<file path="src/rtl/gpio_irq_pkg29.sv">
// Shared constants for the GPIO interrupt sub-unit: register map and reset values.
package gpio_irq_pkg29;

  localparam int unsigned MAX_WIDTH = 32;

  // Register byte addresses
  localparam int unsigned A_DIR    = 'h04;
  localparam int unsigned A_OE     = 'h08;
  localparam int unsigned A_OUT    = 'h0C;
  localparam int unsigned A_IN     = 'h10;
  localparam int unsigned A_TYPE   = 'h14;
  localparam int unsigned A_POL    = 'h18;
  localparam int unsigned A_BOTH   = 'h1C;
  localparam int unsigned A_STATUS = 'h20;
  localparam int unsigned A_MASK   = 'h24;
  localparam int unsigned A_DBLIM  = 'h28;
  localparam int unsigned A_OUTSET = 'h2C;
  localparam int unsigned A_OUTCLR = 'h30;

  // Reset values, sliced down to WIDTH / DB_W by the users
  localparam logic [MAX_WIDTH-1:0] REG_RST   = '0;
  localparam logic [MAX_WIDTH-1:0] DBLIM_RST = '0;

endpackage

</file>
<file path="src/rtl/gpio_pin_filter29.sv">
// One pin's input path: synchroniser, debounce filter, delayed copy and event detect.
module gpio_pin_filter29 #(
  parameter int unsigned SYNC_STAGES = 2,
  parameter int unsigned DB_W        = 8
) (
  input  logic            i_clk,
  input  logic            i_rst_n,
  input  logic            i_pin,
  input  logic [DB_W-1:0] i_dblim,
  input  logic            i_type,
  input  logic            i_pol,
  input  logic            i_both,
  output logic            o_f,
  output logic            o_event
);

  logic [SYNC_STAGES-1:0] r_sync;
  logic [DB_W-1:0]        r_cnt;
  logic                   r_f;
  logic                   r_fq;
  logic                   w_sy;
  logic                   w_rise;
  logic                   w_fall;

  assign w_sy = r_sync[SYNC_STAGES-1];

  // Synchronise the pad, debounce it into f and keep a one-cycle-old copy of f
  always_ff @(posedge i_clk) begin
    if (!i_rst_n) begin
      r_sync <= '0;
      r_cnt  <= '0;
      r_f    <= 1'b0;
      r_fq   <= 1'b0;
    end else begin
      r_sync <= {r_sync[SYNC_STAGES-2:0], i_pin};
      r_fq   <= r_f;
      if (w_sy == r_f) begin
        r_cnt <= '0;
      end else if (r_cnt < i_dblim) begin
        r_cnt <= r_cnt + 1'b1;
      end else begin
        // also commits if DBLIM was lowered below the running count
        r_f   <= w_sy;
        r_cnt <= '0;
      end
    end
  end

  assign w_rise = r_f & ~r_fq;
  assign w_fall = ~r_f & r_fq;

  // Select level or edge event according to the pin's configuration
  always_comb begin
    if (i_type) begin
      o_event = (r_f == i_pol);
    end else if (i_both) begin
      o_event = w_rise | w_fall;
    end else begin
      o_event = i_pol ? w_rise : w_fall;
    end
  end

  assign o_f = r_f;

endmodule

</file>
<file path="src/rtl/gpio_irq_subunit29.sv">
// GPIO bank: register file, read mux, STATUS/interrupt logic and per-pin filters.
module gpio_irq_subunit29
  import gpio_irq_pkg29::*;
#(
  parameter int unsigned WIDTH       = 16,
  parameter int unsigned ADDR_W      = 6,
  parameter int unsigned SYNC_STAGES = 2,
  parameter int unsigned DB_W        = 8
) (
  input  logic              pclk29,
  input  logic              n_reset29,
  input  logic              read,
  input  logic              write,
  input  logic [ADDR_W-1:0] addr,
  input  logic [WIDTH-1:0]  wdata29,
  input  logic [WIDTH-1:0]  pin_in29,
  input  logic [WIDTH-1:0]  tri_state_enable29,
  output logic [WIDTH-1:0]  rdata29,
  output logic [WIDTH-1:0]  pin_out29,
  output logic [WIDTH-1:0]  pin_oe_n29,
  output logic [WIDTH-1:0]  interrupt29,
  output logic              irq_any29
);

  localparam logic [ADDR_W-1:0] L_DIR    = ADDR_W'(A_DIR);
  localparam logic [ADDR_W-1:0] L_OE     = ADDR_W'(A_OE);
  localparam logic [ADDR_W-1:0] L_OUT    = ADDR_W'(A_OUT);
  localparam logic [ADDR_W-1:0] L_IN     = ADDR_W'(A_IN);
  localparam logic [ADDR_W-1:0] L_TYPE   = ADDR_W'(A_TYPE);
  localparam logic [ADDR_W-1:0] L_POL    = ADDR_W'(A_POL);
  localparam logic [ADDR_W-1:0] L_BOTH   = ADDR_W'(A_BOTH);
  localparam logic [ADDR_W-1:0] L_STATUS = ADDR_W'(A_STATUS);
  localparam logic [ADDR_W-1:0] L_MASK   = ADDR_W'(A_MASK);
  localparam logic [ADDR_W-1:0] L_DBLIM  = ADDR_W'(A_DBLIM);
  localparam logic [ADDR_W-1:0] L_OUTSET = ADDR_W'(A_OUTSET);
  localparam logic [ADDR_W-1:0] L_OUTCLR = ADDR_W'(A_OUTCLR);
  localparam int unsigned       CW       = (WIDTH < DB_W) ? WIDTH : DB_W;

  logic [WIDTH-1:0] r_dir;
  logic [WIDTH-1:0] r_oe;
  logic [WIDTH-1:0] r_out;
  logic [WIDTH-1:0] r_type;
  logic [WIDTH-1:0] r_pol;
  logic [WIDTH-1:0] r_both;
  logic [WIDTH-1:0] r_status;
  logic [WIDTH-1:0] r_mask;
  logic [DB_W-1:0]  r_dblim;
  logic [WIDTH-1:0] r_rdata;

  logic [WIDTH-1:0] w_f;
  logic [WIDTH-1:0] w_event;
  logic [WIDTH-1:0] w_w1c;
  logic [WIDTH-1:0] w_dblim_rd;
  logic [WIDTH-1:0] w_rd_mux;

  for (genvar g = 0; g < WIDTH; g++) begin : g_pin
    gpio_pin_filter29 #(
      .SYNC_STAGES(SYNC_STAGES),
      .DB_W       (DB_W)
    ) u_filter (
      .i_clk  (pclk29),
      .i_rst_n(n_reset29),
      .i_pin  (pin_in29[g]),
      .i_dblim(r_dblim),
      .i_type (r_type[g]),
      .i_pol  (r_pol[g]),
      .i_both (r_both[g]),
      .o_f    (w_f[g]),
      .o_event(w_event[g])
    );
  end

  assign w_w1c = (write && (addr == L_STATUS)) ? wdata29 : '0;

  // Zero-extend or truncate DBLIM to the bus width for readback
  always_comb begin
    w_dblim_rd = '0;
    for (int unsigned i = 0; i < CW; i++) begin
      w_dblim_rd[i] = r_dblim[i];
    end
  end

  // Read mux; write-only and unmapped addresses return the filtered inputs
  always_comb begin
    w_rd_mux = w_f;
    case (addr)
      L_DIR:    w_rd_mux = r_dir;
      L_OE:     w_rd_mux = r_oe;
      L_OUT:    w_rd_mux = r_out;
      L_IN:     w_rd_mux = w_f;
      L_TYPE:   w_rd_mux = r_type;
      L_POL:    w_rd_mux = r_pol;
      L_BOTH:   w_rd_mux = r_both;
      L_STATUS: w_rd_mux = r_status;
      L_MASK:   w_rd_mux = r_mask;
      L_DBLIM:  w_rd_mux = w_dblim_rd;
      default:  w_rd_mux = w_f;
    endcase
  end

  // Register writes, STATUS accumulation and registered read data
  always_ff @(posedge pclk29) begin
    if (!n_reset29) begin
      r_dir    <= REG_RST[WIDTH-1:0];
      r_oe     <= REG_RST[WIDTH-1:0];
      r_out    <= REG_RST[WIDTH-1:0];
      r_type   <= REG_RST[WIDTH-1:0];
      r_pol    <= REG_RST[WIDTH-1:0];
      r_both   <= REG_RST[WIDTH-1:0];
      r_status <= REG_RST[WIDTH-1:0];
      r_mask   <= REG_RST[WIDTH-1:0];
      r_dblim  <= DBLIM_RST[DB_W-1:0];
      r_rdata  <= '0;
    end else begin
      r_rdata  <= read ? w_rd_mux : '0;
      // set has priority over the write-1-to-clear
      r_status <= (r_status & ~w_w1c) | (w_event & r_dir);
      if (write) begin
        case (addr)
          L_DIR:    r_dir   <= wdata29;
          L_OE:     r_oe    <= wdata29;
          L_OUT:    r_out   <= wdata29;
          L_TYPE:   r_type  <= wdata29;
          L_POL:    r_pol   <= wdata29;
          L_BOTH:   r_both  <= wdata29;
          L_MASK:   r_mask  <= wdata29;
          L_DBLIM:  r_dblim <= DB_W'(wdata29);
          L_OUTSET: r_out   <= r_out | wdata29;
          L_OUTCLR: r_out   <= r_out & ~wdata29;
          default:  ;
        endcase
      end
    end
  end

  assign rdata29     = r_rdata;
  assign pin_out29   = r_out;
  assign pin_oe_n29  = ~(r_oe & ~r_dir) | tri_state_enable29;
  assign interrupt29 = r_status & r_mask;
  assign irq_any29   = |interrupt29;

endmodule
</file>
<file path="config.mk">
export PLATFORM = sky130hd
export DESIGN_NAME = gpio_irq_subunit29
export DESIGN_NICKNAME = d
export VERILOG_FILES = /design/src/rtl/gpio_irq_pkg29.sv /design/src/rtl/gpio_pin_filter29.sv /design/src/rtl/gpio_irq_subunit29.sv
export SDC_FILE = /design/constraint.sdc
export NUM_CORES = 1
export LEC_CHECK = 0
export BUFFER_PORTS_ARGS = -buffer_cell sky130_fd_sc_hd__buf_2
export CAP_MARGIN = 25
export CORE_UTILIZATION = 59
export DETAILED_ROUTE_END_ITERATION = 10
export PLACE_DENSITY_LB_ADDON = 0.05
export SLEW_MARGIN = 40
export SYNTH_ARGS = -nofsm -noshare
export SYNTH_HDL_FRONTEND = slang
export SYNTH_SLANG_ARGS = --single-unit
</file>
<file path="constraint.sdc">
create_clock -name pclk29 -period 6.6 [get_ports pclk29]
set_input_delay 1.32 -clock pclk29 [delete_from_list [all_inputs] [get_ports pclk29]]
set_output_delay 1.32 -clock pclk29 [all_outputs]
set_load 0.01 [all_outputs]
</file>
* Yosys cells after proc, flatten, opt, wreduce, memory -nomap -nowiden
Cells that the tools add are included.
** Word-level totals
- Output and inout bits :: 65
- Word-level logic and storage cells :: 369
- Bits in registers :: 344
** Cells by class
- Eq/ne operators :: 43
- Bitwise operators :: 125
- Reductions and logical operators :: 44
- $add $sub $neg :: 16
- Multiplexer cells :: 51
- Order comparisons :: 16
** Operators with widths (count)
- one-hot mux 16 bit (9 select lines) :: 1
- adder 8 x 1 -> 8 bit (second input constant) :: 16
- < comparator 8 bit :: 16
- AND 16 bit :: 5
- NOT 1 bit :: 65
- NOT 16 bit :: 4
- AND reduction 2 bit :: 25
- two-way mux 1 bit :: 48
- bitwise OR 16 bit :: 3
- one-hot mux 16 bit (3 select lines) :: 1
- OR reduction 3 bit :: 16
- AND 1 bit :: 32
- equality test 1 bit :: 32
- equality test 6 bit (second input constant) :: 5
- equality test 6 x 5 -> 1 bit (second input constant) :: 3
- two-way mux 16 bit :: 1
- bitwise OR 1 bit :: 16
- OR reduction 16 bit :: 1
- equality test 6 x 4 -> 1 bit (second input constant) :: 2
- equality test 6 x 3 -> 1 bit (second input constant) :: 1
- nonzero test 3 bit :: 1
- logical AND 1 bit :: 1

* Depth between registers and ports, before layout
- Depth in word-level cells :: 7
- Gate-level depth with buffers :: 8
- Mapped depth without buffers :: 7

* By module
Synthesis repeated with hierarchy kept, for this count alone.
** Second synthesis, totals
- Cells, all modules :: 2085
- Area total of the unflattened synthesis :: 18921.9 um^2
** Modules (own cells, without submodules)
- gpio_pin_filter29 at g_pin[0].u_filter ... :: instances 15, cells each 78, area each 729.4 um^2
- gpio_irq_subunit29 :: instances 1, cells each 840, area each 7298.2 um^2
- gpio_pin_filter29 at g_pin[9].u_filter :: instances 1, cells each 75, area each 681.9 um^2

* Worst setup path before layout
Ideal clock, no wire load.
- Path type :: in2out
- From :: in tri_state_enable29[10]
- To :: out pin_oe_n29[10]
- Stages on the path :: 1
- Arrival :: 1.785 ns
- Slack :: 3.495 ns
- Cells stage by stage :: or3b_2
** On the way
- Word-level cells in the longest chain between the ends :: 1
** RTL lines
- start: declaration :: line gpio_irq_subunit29.sv:17 : input logic [WIDTH-1:0] tri_state_enable29,
- bitwise OR 16 bit :: line gpio_irq_subunit29.sv:138 : assign pin_oe_n29 = ~(r_oe & ~r_dir) | tri_state_enable29;
- end: declaration :: line gpio_irq_subunit29.sv:20 : output logic [WIDTH-1:0] pin_oe_n29,
Every way passes these cells.

* Worst setup path in the final report
- From :: reg r_status[2]
- To :: out irq_any29
** On the way
- Word-level cells in the longest chain between the ends :: 2
** RTL lines
- start: declaration :: line gpio_irq_subunit29.sv:45 : logic [WIDTH-1:0] r_status;
- start signal: assignment :: line gpio_irq_subunit29.sv:110 : r_status <= REG_RST[WIDTH-1:0];
- start signal: assignment :: line gpio_irq_subunit29.sv:117 : r_status <= (r_status & ~w_w1c) | (w_event & r_dir);
- AND 16 bit :: line gpio_irq_subunit29.sv:139 : assign interrupt29 = r_status & r_mask;
- OR reduction 16 bit :: line gpio_irq_subunit29.sv:140 : assign irq_any29 = |interrupt29;
- end: declaration :: line gpio_irq_subunit29.sv:22 : output logic irq_any29
Every way passes these cells.

==> run metrics <==
status=complete, no violations; Slew @ Worst Pin=0.791 ns; CORE AREA=28900 um^2; maximum buffer depth of the clock tree=3; clock transition at the registers of the reported paths=0.06 ns; final hold viol count=0; num rows=62; Placed Instance Area=18100 um^2; asr flop ratio synth=0; initial antenna violation count=1; remaining global-route overflow=0; Vert. Die Dim=174 um; pin count of the biggest net entering global routing=103; Seq cells post-synth=344; Synth warnings=0; Critical Path AT=2.58 ns; fill count=2459; # Max-Cap Violations=0; Yosys top cell area share=0.396; number of global-route vias before repair=13200; Peak Freq=0.256 GHz; Fin Clk Skew=0.00951 ns; syn_nets=2155; Netlist cell types=59; Post-DRT Antenna Nets=0; CTS Hold Bufs=0; Period Utilization, post-route=0.591; number of flops mapped to enable cells by yosys=0; Critical path origin=r_status[2]; CTS tree=yes; setup violators final=0; CP startpoint kind=flip-flop; Pleak=7.67 nW; Final min period=3.90 ns; Vias/cell=5.82; Crit Path Max Fanout=3; Gate Count Post-Synth=1937; Post-CTS Setup Bufs=0; area leader, netlist=dfxtp_1; WL/cell=18.1 um; nets=2230; Die ar.=30100 um^2; Syn Std Cell Area=17400 um^2; Max transition margin=0.468; Worst-Skew Late Latency=0.52 ns; Avg Inst Size Synth=8.97 um^2; Initial Util=0.602; Slew Limit Fails=0; reg2reg start=r_dblim[1]; DR pass1 iterations=5; register area share after synthesis=0.396; CP endpoint kind=primary output; global-route wire length before repair=70700 um; htree depth=2; required time worst endpoint=5.28 ns; RSZ-0062 raised after global routing=no; # DRC=0; Peak supply drop=0.192 mV; Fin Setup TNS=0 ns; IO Pins=123; Tot Pwr=0.00435 W; Inserted Clock Buffers=38; Sink Count=344; GRT Total Usage=0.289; layout cell share with drive strength beyond 1=0.111; input/output buffers=122; Die W=174 um; clock root cell=clkbuf_16; PD cells=224 nW/um^2; Final WS setup=2.70 ns; # resized after CTS=0; DP Worst Slack=2.82 ns; Post-DP HPWL=30200 um; worst min path class=reg2reg; Most used DFF post-synth=dfxtp_1; number of DRC markers in iteration 0=1115; critical path type=reg2out; HP Start=g_pin[3].u_filter.r_sync[0]; Area Growth Syn to Fin=11.5%; WL final=43800 um; GPL Wtd Cong=0.873; ranking of synthesized cells by area=dfxtp_1, ha_1, nand2_1; final std cell area, no fill=19400 um^2; DR vias=14100
registers in the layout (all words and copies together), names as in the netlist:
signal                 count
r_status                  16
r_dblim                    8
r_oe                      16
r_both                    16
r_type                    16
g_pin.u_filter.r_sync     32
r_pol                     16
rdata29                   16
g_pin.u_filter.r_cnt     128
pin_out29                 16
r_mask                    16
g_pin.u_filter.o_f        16
r_dir                     16
g_pin.u_filter.r_fq       16
synth_stat cells (24+ instances only):
master	count
a211oi_1	32
a21boi_0	90
a21boi_1	31
a21o_1	32
a221oi_1	25
a22o_1	24
and2_1	57
and3_1	28
clkbuf_1	66
dfxtp_1	344
ha_1	160
inv_1	71
nand2_1	288
nand3_1	84
nor2_1	145
o31ai_1	32
xnor2_1	45
xor2_1	83
stage by stage:
step	utilization	cells	hold WS (ns)
2_1_floorplan	-	1937	0.412
3_3_place_gp	0.627	2354	0.415
3_5_place_dp	0.628	2355	0.421
4_1_cts	0.671	2419	0.439
5_1_grt	0.672	2421	0.457
6_report	0.672	2421	0.427
per-layer routing:
layer	wire length (um)	vias to the layer above	track usage
met4	1020	0	0.0892
met2	19100	438	0.448
met1	21000	6625	0.413
met3	2710	82	0.0432
met5	0	-	0
li1	-	6955	-
final timing paths:
path	to	slack [ns]	cells after the start
hold / removal	g_pin[3].u_filter.r_sync[1]	0.43	1
setup / recovery	irq_any29	2.70	5
hold reg to reg	g_pin[3].u_filter.r_sync[1]	0.43	1
setup reg to reg	g_pin[6].u_filter.r_cnt[5]	4.13	6
placed cells by master, fill, tap and decap left out, types with 31 or more instances in the layout:
cell,synthesis,routed
buf_2,19,121
clkbuf_16,0,39
nand3_1,84,84
a211oi_1,32,32
ha_1,160,160
inv_1,71,64
and2_1,57,58
a21boi_0,90,90
a21boi_1,31,31
a21o_1,32,32
o31ai_1,32,32
dfxtp_1,344,343
nand2_1,288,288
xnor2_1,45,45
nor2_1,145,144
xor2_1,83,83
cell families (layout without fill, tap and decap cells):
| group | count (synthesis) | in the layout | synth area share |
|---|---|---|---|
| simple gates | 717 | 717 | 0.197 |
| xor+xnor | 128 | 128 | 0.0645 |
| fa+ha+maj | 160 | 160 | 0.115 |
| compound gates | 422 | 422 | 0.187 |
| other cells | 0 | 1 | 0 |
| mux | 1 | 1 | 0.000576 |
| buf+inv | 165 | 264 | 0.0388 |
| flops | 344 | 344 | 0.396 |
area by class of cell:
class / instances / area [um^2] / share of cell area
diodes: 1 / 2.50 / 0.000129
clock buffers: 57 / 1160 / 0.0600
clock inverters: 7 / 66.3 / 0.00342
inverters: 71 / 267 / 0.0138
multi-input cells: 1428 / 9830 / 0.507
flip-flops and latches: 344 / 6890 / 0.355
well taps: 384 / 480 / 0.0248
repair buffers: 129 / 681 / 0.0351
power by group:
part           internal (W)  total (W)  switching, W
Clock               0.00125    0.00209      0.000835
Sequential          0.00210    0.00211     0.0000178
Combinational     0.0000567   0.000149     0.0000922
Total               0.00340    0.00435      0.000945
critical path: stages (launching register included):
cell and delay [ns]:
dfxtp_1 0.33, and2_1 0.19, or4_1 0.55, nor4_1 0.62, nand4_1 0.16, buf_2 0.19
No activity file was read; power rests on OpenSTA's default activity.
